$ cat config.mk
export PLATFORM = sky130hd
export DESIGN_NAME = stopwatch_counter
export DESIGN_NICKNAME = d
export VERILOG_FILES = /design/src/rtl/stopwatch_counter.sv
export SDC_FILE = /design/constraint.sdc
export NUM_CORES = 1
export LEC_CHECK = 0
export BUFFER_PORTS_ARGS = -buffer_cell sky130_fd_sc_hd__buf_2
export CAP_MARGIN = 20
export CORE_ASPECT_RATIO = 1.4
export CORE_UTILIZATION = 54
export CTS_BUF_LIST = sky130_fd_sc_hd__clkbuf_8 sky130_fd_sc_hd__clkbuf_16
export CTS_CLUSTER_DIAMETER = 30
export DETAILED_ROUTE_END_ITERATION = 7
export PLACE_DENSITY = 0.87
export SLEW_MARGIN = 20
export SYNTH_ARGS = -nofsm -noshare
export SYNTH_HDL_FRONTEND = slang
export SYNTH_SLANG_ARGS = --single-unit
export TNS_END_PERCENT = 10
$ cat constraint.sdc
create_clock -name clk -period 2.5 [get_ports clk]
set_input_delay 0.125 -clock clk [delete_from_list [all_inputs] [get_ports clk]]
set_output_delay 0.125 -clock clk [all_outputs]
set_load 0.01 [all_outputs]
$ cat src/rtl/stopwatch_counter.sv
// Prescaled multi-digit up/down timer with per-digit moduli, preset load,
// terminal-zero stop in count-down mode and a display hold register.
module stopwatch_counter #(
   parameter int          NUM_DIGITS = 4,
   parameter logic [31:0] DIGIT_MOD  = 32'h0000_A6AA,
   parameter logic [7:0]  DP_MASK    = 8'b0000_1010,
   parameter int          COUNT_MAX  = 10_000_000
) (
   input  logic                    clk,
   input  logic                    reset_n,
   input  logic                    enable,
   input  logic                    clear,
   input  logic                    dir,
   input  logic                    load,
   input  logic [NUM_DIGITS*4-1:0] load_value,
   input  logic                    hold,
   output logic [NUM_DIGITS*5-1:0] digits,
   output logic                    tick,
   output logic                    wrap,
   output logic                    done,
   output logic                    zero
);

   localparam int            PW   = (COUNT_MAX > 1) ? $clog2(COUNT_MAX) : 1;
   localparam logic [PW-1:0] TERM = PW'(COUNT_MAX - 1);
   localparam int            CW   = NUM_DIGITS * 4;

   logic [PW-1:0] presc, presc_nxt;
   logic [CW-1:0] cnt, cnt_nxt, up_val, dn_val, ld_val, disp;
   logic          up_carry;
   logic          tick_nxt, wrap_nxt, done_nxt;
   logic          upd;
   logic          term;

   assign term = enable && (presc == TERM);

   // Ripple increment/decrement and load clamp, each nibble in its own modulus.
   always_comb begin : digit_arith
      logic       c;
      logic       b;
      logic [3:0] m;
      logic [3:0] d;
      c      = 1'b1;
      b      = 1'b1;
      m      = '0;
      d      = '0;
      up_val = cnt;
      dn_val = cnt;
      ld_val = '0;
      for (int i = 0; i < NUM_DIGITS; i++) begin
         m = DIGIT_MOD[4*i +: 4];
         d = cnt[4*i +: 4];
         if (c) begin
            if (d == m - 4'd1) begin
               up_val[4*i +: 4] = '0;
            end else begin
               up_val[4*i +: 4] = d + 4'd1;
               c = 1'b0;
            end
         end
         if (b) begin
            if (d == 4'd0) begin
               dn_val[4*i +: 4] = m - 4'd1;
            end else begin
               dn_val[4*i +: 4] = d - 4'd1;
               b = 1'b0;
            end
         end
         ld_val[4*i +: 4] = (load_value[4*i +: 4] > m - 4'd1) ? m - 4'd1
                                                             : load_value[4*i +: 4];
      end
      up_carry = c;
   end

   // clear beats load beats counting; either one swallows a coincident step.
   always_comb begin : next_state
      presc_nxt = presc;
      cnt_nxt   = cnt;
      tick_nxt  = 1'b0;
      wrap_nxt  = 1'b0;
      done_nxt  = 1'b0;
      if (clear) begin
         presc_nxt = '0;
         cnt_nxt   = '0;
      end else if (load) begin
         presc_nxt = '0;
         cnt_nxt   = ld_val;
      end else if (enable) begin
         if (term) begin
            presc_nxt = '0;
            tick_nxt  = 1'b1;
            if (!dir) begin
               cnt_nxt  = up_val;
               wrap_nxt = up_carry;
            end else if (!zero) begin
               cnt_nxt  = dn_val;
               done_nxt = (dn_val == '0);
            end
         end else begin
            presc_nxt = presc + 1'b1;
         end
      end
   end

   always_ff @(posedge clk or negedge reset_n) begin
      if (!reset_n) begin
         presc <= '0;
         cnt   <= '0;
         disp  <= '0;
         upd   <= 1'b0;
         tick  <= 1'b0;
         wrap  <= 1'b0;
         done  <= 1'b0;
         zero  <= 1'b1;
      end else begin
         presc <= presc_nxt;
         cnt   <= cnt_nxt;
         tick  <= tick_nxt;
         wrap  <= wrap_nxt;
         done  <= done_nxt;
         zero  <= (cnt_nxt == '0);
         upd   <= clear | load;
         // upd lets a clear/load reach the display one cycle later despite hold.
         if (!hold || upd) begin
            disp <= cnt;
         end
      end
   end

   always_comb begin : pack_digits
      digits = '0;
      for (int i = 0; i < NUM_DIGITS; i++) begin
         digits[5*i +: 5] = {DP_MASK[i], disp[4*i +: 4]};
      end
   end

endmodule

* Yosys cells after proc, flatten, opt, wreduce, memory -nomap -nowiden
Cells that the tools add are included.
Word-level totals: bits in registers 61, input bits 23, output and inout port bits 24
Operators by class: $add $sub $neg 9, magnitude comparators 4, equal/unequal tests 5, mux-type cells 55, bitwise gates (word level) 1, reduce and logical (&&, ||, !) cells 10
Operators by type and width (count):
- 2-to-1 mux 16 bit | 6
- 2-to-1 mux 24 bit | 4
- 2-to-1 mux 4 bit | 18
- logical NOT 16 bit | 2
- 2-to-1 mux 1 bit | 27
- adder 24 x 1 -> 24 bit (second input constant) | 1
- == test 24 bit (second input constant) | 1
- adder 4 x 1 -> 4 bit (second input constant) | 4
- logical NOT 4 bit | 4
- subtractor 4 x 1 -> 4 bit (second input constant) | 4
- == test 4 bit (second input constant) | 3
- > comparator 4 bit (second input constant) | 3
- == test 4 x 3 -> 1 bit (second input constant) | 1
- > comparator 4 x 3 -> 1 bit (second input constant) | 1
- nonzero test 3 bit | 1
- logical AND 1 bit | 1
- logical NOT 1 bit | 1
- logical OR 1 bit | 1
- bitwise OR 1 bit | 1

* Depth between registers and ports, before layout
word-level depth 12, mapped depth 11, mapped depth without buffers 9

* Worst setup path before layout
No wires, ideal clock.
path type flip-flop to flip-flop, start point register cnt[4], end point register zero, library setup time 63 ps, data arrival time 2572 ps, setup slack -136 ps, cell stages (with the launch flop) 11, buffers on the path 1, clock period less this slack 2636 ps, path through dfrtp_1 clkbuf_1 inv_1 ha_1 or3b_1 nor3_2 a311oi_1 o41a_1 nand3b_1 nor4_1 and4b_1
Between the ends: cells in the longest elaborated chain, start to end 12
RTL lines:
- start: declaration | RTL line 29 | logic [CW-1:0] cnt, cnt_nxt, up_val, dn_val, ld_val, disp;
- start signal: assignment | RTL line 117 | cnt <= cnt_nxt;
- logical NOT 4 bit | RTL line 62 | if (d == 4'd0) begin
- 2-to-1 mux 1 bit | RTL line 62
- 2-to-1 mux 1 bit (2 in a row) | RTL line 61 | if (b) begin
- 2-to-1 mux 4 bit | RTL line 61
- 2-to-1 mux 16 bit | RTL line 95 | end else if (!zero) begin
- 2-to-1 mux 16 bit (*) | RTL line 92 | if (!dir) begin
- 2-to-1 mux 16 bit (*) | RTL line 89 | if (term) begin
- 2-to-1 mux 16 bit (*) | RTL line 88 | end else if (enable) begin
- 2-to-1 mux 16 bit (*) | RTL line 85 | end else if (load) begin
- 2-to-1 mux 16 bit (*) | RTL line 82 | if (clear) begin
- via cnt_nxt[12] | RTL line 29
- logical NOT 16 bit (*) | RTL line 121 | zero <= (cnt_nxt == '0);
- end signal: assignment | RTL line 121
- end: declaration | RTL line 21 | output logic zero
The timed path passes the listed nets; every way through them passes the cells marked *. A chain may end at the register's enable or synchronous reset.

* Final worst setup path
start point register presc[11], end point register zero
Between the ends: cells in the longest elaborated chain, start to end 7
RTL lines:
- start: declaration | RTL line 28 | logic [PW-1:0] presc, presc_nxt;
- start signal: assignment | RTL line 116 | presc <= presc_nxt;
- == test 24 bit | RTL line 35 | assign term = enable && (presc == TERM);
- logical AND 1 bit | RTL line 35
- 2-to-1 mux 16 bit | RTL line 89
- 2-to-1 mux 16 bit | RTL line 88
- 2-to-1 mux 16 bit | RTL line 85
- 2-to-1 mux 16 bit | RTL line 82
- via cnt_nxt[0] | RTL line 29
- logical NOT 16 bit | RTL line 121
The timed path passes the listed nets, and every way through them passes these cells.

==> run_results.csv <==
group,metric,value,unit
clock_network,numCtsBuffers,9,
detailed_routing,wl_per_cell,20.0,microns
detailed_routing,vias,4601,
synth,synthCells,503,
detailed_routing,drt_iter0_markers,495,
final_layout,final_common_cell,"buf_4",
sta,finalSetupViolations,1,
critical_path,reg2reg_to,"zero$_DFF_PN1_",
global_route,gr-total-overflow,0,
critical_path,rrSetupSlack,-0.02,ns
final_layout,multi_input_area,2650,sq um
clock_network,cts.path.max_buffers,2,
clock_network,cts_sinks,61,
global_route,grt_pass1_wl,23000,microns
global_route,antenna_found_initial,1,
sta,layout_setup_ws,-0.0239,ns
final_layout,areaGrowthSynthToFinish,29.5,%
hold_path,hp-class,"input pin to register",
pwr,peakVddDrop,0.430,mV
sta,relSlewSlack,0.624,
synth,synth_area,4280,sq um
pwr,p_int,1.73,mW
synth,netlist.area_leader.share,0.351,
synth,yosys_warnings,0,
synth,seq_area_frac_synth,0.357,
critical_path,cp-start-kind,"register",
pwr,p_leak,2.53,nW
status,status,"finished, violations left",
final_layout,post-route-util,0.720,
synth,netlist_top_cells_area,"dfrtp_1 35%, nand2_1 4.9%, o21ai_0 4.9%",
sta,holdWs,0.0287,ns
synth,synth_compound_area_frac,0.215,
pwr,seqPwrFrac,0.424,
final_layout,nets,660,
synth,synthFlopType,"dfrtp_1",
final_layout,final_area,5540,sq um
synth,synth_top_family_by_area,"simple AND/OR/NAND/NOR gates",
critical_path,endpoint,"zero$_DFF_PN1_",
critical_path,r2r_start,"presc[11]$_DFFE_PN0P_",
final_layout,ff_latch_area,1530,sq um
global_route,grt_pass1_vias,4436,
detailed_routing,wirelength,14600,microns
synth,async_flop_share,1.00,
placed_design,dp_hpwl,11200,microns
floorplan,row_count,38,
run,maxCapViolations,0,
synth,synth_area_leader_cell,"dfrtp_1",
pwr,clkPwrFrac,0.354,
global_route,grt_max_degree,36,
critical_path,crit_path_end_kind,"register",
status,violations,"DRC, setup timing",
floorplan,die_w,77.2,microns
pwr,p_comb_frac,0.222,
detailed_routing,antenna_left,0,
clock_network,cts_root_buffer,"clkbuf_8",
floorplan,die_area,8290,sq um
critical_path,startpoint,"presc[11]$_DFFE_PN0P_",
critical_path,arrival,2.83,ns
synth,synthAdderAreaFrac,0.0438,
synth,synth.mux.area_fraction,0.0132,
critical_path,critPathMaxFanout,7,
clock_network,h-tree-depth,3,
synth,synthXorXnorAreaFrac,0.0307,
placed_design,numPortBuffers,42,
placed_design,dpl_cell_area,5170,sq um
synth,avgSynthCellArea,8.51,sq um
floorplan,initial_core_util,0.556,
critical_path,criticalPathCategory,"register to register",
detailed_routing,first_pass_iters,8,
pwr,swShare,0.300,
global_route,grt.total_usage,0.372,
synth,synth_edf_count,0,
sta,period_share,1.01,
synth,ys_types,80,
critical_path,r2r_cells,7,
pwr,switchingPower,740,uW
synth,ys_ff_latch,61,
floorplan,ios,47,
synth,yosys.area_share.simple,0.280,
clock_network,cts.clk_slew.worst_paths,0.07,ns
sta,slew_viol_final,0,
detailed_routing,drc,2,
final_layout,drive_gt1_frac,0.319,
detailed_routing,routed_via_density,6.32,
sta,grt_setup_unrepaired,"true",
floorplan,core,7700,sq um
sta,fin_skew,0.00983,ns
placed_design,gp_routability_congestion,0.985,
pwr,p_per_area,445,nW/um^2
sta,hold_violations,0,
final_layout,most-common-layout-cells,"98 x buf_4, 60 x dfrtp_1, 56 x nand2_1",
clock_network,clk_latency,0.36,ns
floorplan,fp.dieH,107,microns
sta,tightest_slew,0.562,ns
critical_path,worstPathRequired,2.81,ns
clock_network,cts_tree,"yes",
sta,finalCriticalPeriod,2.52,ns
sta,fmax,396,MHz
final_layout,num-fill-cells,604,
## Yosys cell counts (all sizes together), types with 4 or more instances
master and count:
nor3 12, nor2b 7, a221o 4, nor3b 5
a21oi 14, xnor2 4, clkbuf 24, inv 21
a31oi 11, o221ai 5, nand2 57, nor2 39
dfrtp 60, nand3 18, and4 4, nand2b 5
o31ai 5, ha 15, mux2 5, and3 11
o21ai 44, nor4 12, a22oi 4, o211ai 4
or3 5, xor2 11, buf 12, nand4 13
a211oi 4, nand3b 8
## through the flow
step | worst slack, ns | instances | TNS, ns | total power, mW
2_1_floorplan | 0.0000775 | 505 | 0 | 1.34
5_1_grt | -0.141 | 727 | -0.141 | 2.56
4_1_cts | 0.00211 | 718 | 0 | 2.45
6_report | -0.0239 | 728 | -0.0239 | 2.47
3_5_place_dp | -0.0634 | 701 | -0.0634 | 1.58
3_3_place_gp | -0.0731 | 701 | -0.0731 | 1.57
## worst max-delay path: stages, from the launching register on
cell       delay [ns]
dfrtp_1          0.39
nand4bb_1        0.23
or4_4            0.64
o41ai_4          0.38
a2bb2oi_2        0.11
a221o_1          0.28
nor4_1           0.22
and4b_1          0.21
## cell families (layout without fill, tap and decap cells)
group,count (synthesis),after routing
AOI/OAI and AO/OA,131,131
muxes,5,5
buffers and inverters,57,179
DFF,61,61
xor gates and xnor gates,15,15
adders and majority gates,15,15
and+or+nand+nor,217,217
other,2,5
## sequential cells by signal, summed over array words and instances, names as in the netlist
signal  count
presc      24
cnt        16
disp       16
done        1
tick        1
upd         1
wrap        1
zero        1
## timing repair
item,4_1_cts,5_1_grt
buffers inserted,0,9
pin swaps,0,14
hold buffers,1,0
setup endpoints to repair,1,1
hold endpoints to repair,60,0
gates resized for setup,1,19
## metal layers
layer / wire length [microns] / GRT usage
met5: 0 / 0
met4: 895 / 0.245
met3: 881 / 0.0763
met2: 7470 / 0.641
met1: 5340 / 0.411
## area by class of cell
| class | instances | area share |
|---|---|---|
| Multi-Input combinational cell | 387 | 0.477 |
| Sequential cell | 61 | 0.276 |
| Timing Repair Buffer | 142 | 0.175 |
| Clock buffer | 10 | 0.0248 |
| Tap cell | 100 | 0.0226 |
| Inverter | 21 | 0.0142 |
| Clock inverter | 6 | 0.00993 |
| Antenna cell | 1 | 0.000451 |
## worst min-delay path by stage
stage | from | endpoint | cells past startpoint
floorplan | reset_n | cnt[0]$_DFF_PN0_ | 0
global placement | reset_n | disp[14]$_DFFE_PN0P_ | 2
detailed placement | reset_n | disp[15]$_DFFE_PN0P_ | 2
CTS | load_value[6] | cnt[6]$_DFF_PN0_ | 3
global route | load_value[6] | cnt[6]$_DFF_PN0_ | 3
finish | load_value[6] | cnt[6]$_DFF_PN0_ | 3
## power by group through the flow
| stage | registers, mW | logic [mW] | clock network, mW |
|---|---|---|---|
| after CTS | 1.05 | 0.516 | 0.885 |
| after global placement | 1.06 | 0.507 | 0 |
| final | 1.05 | 0.547 | 0.874 |
| after global routing | 1.05 | 0.586 | 0.927 |
| after floorplan | 1.07 | 0.278 | 0 |
| after detailed placement | 1.07 | 0.512 | 0 |
(Power assumes the default switching activity.)
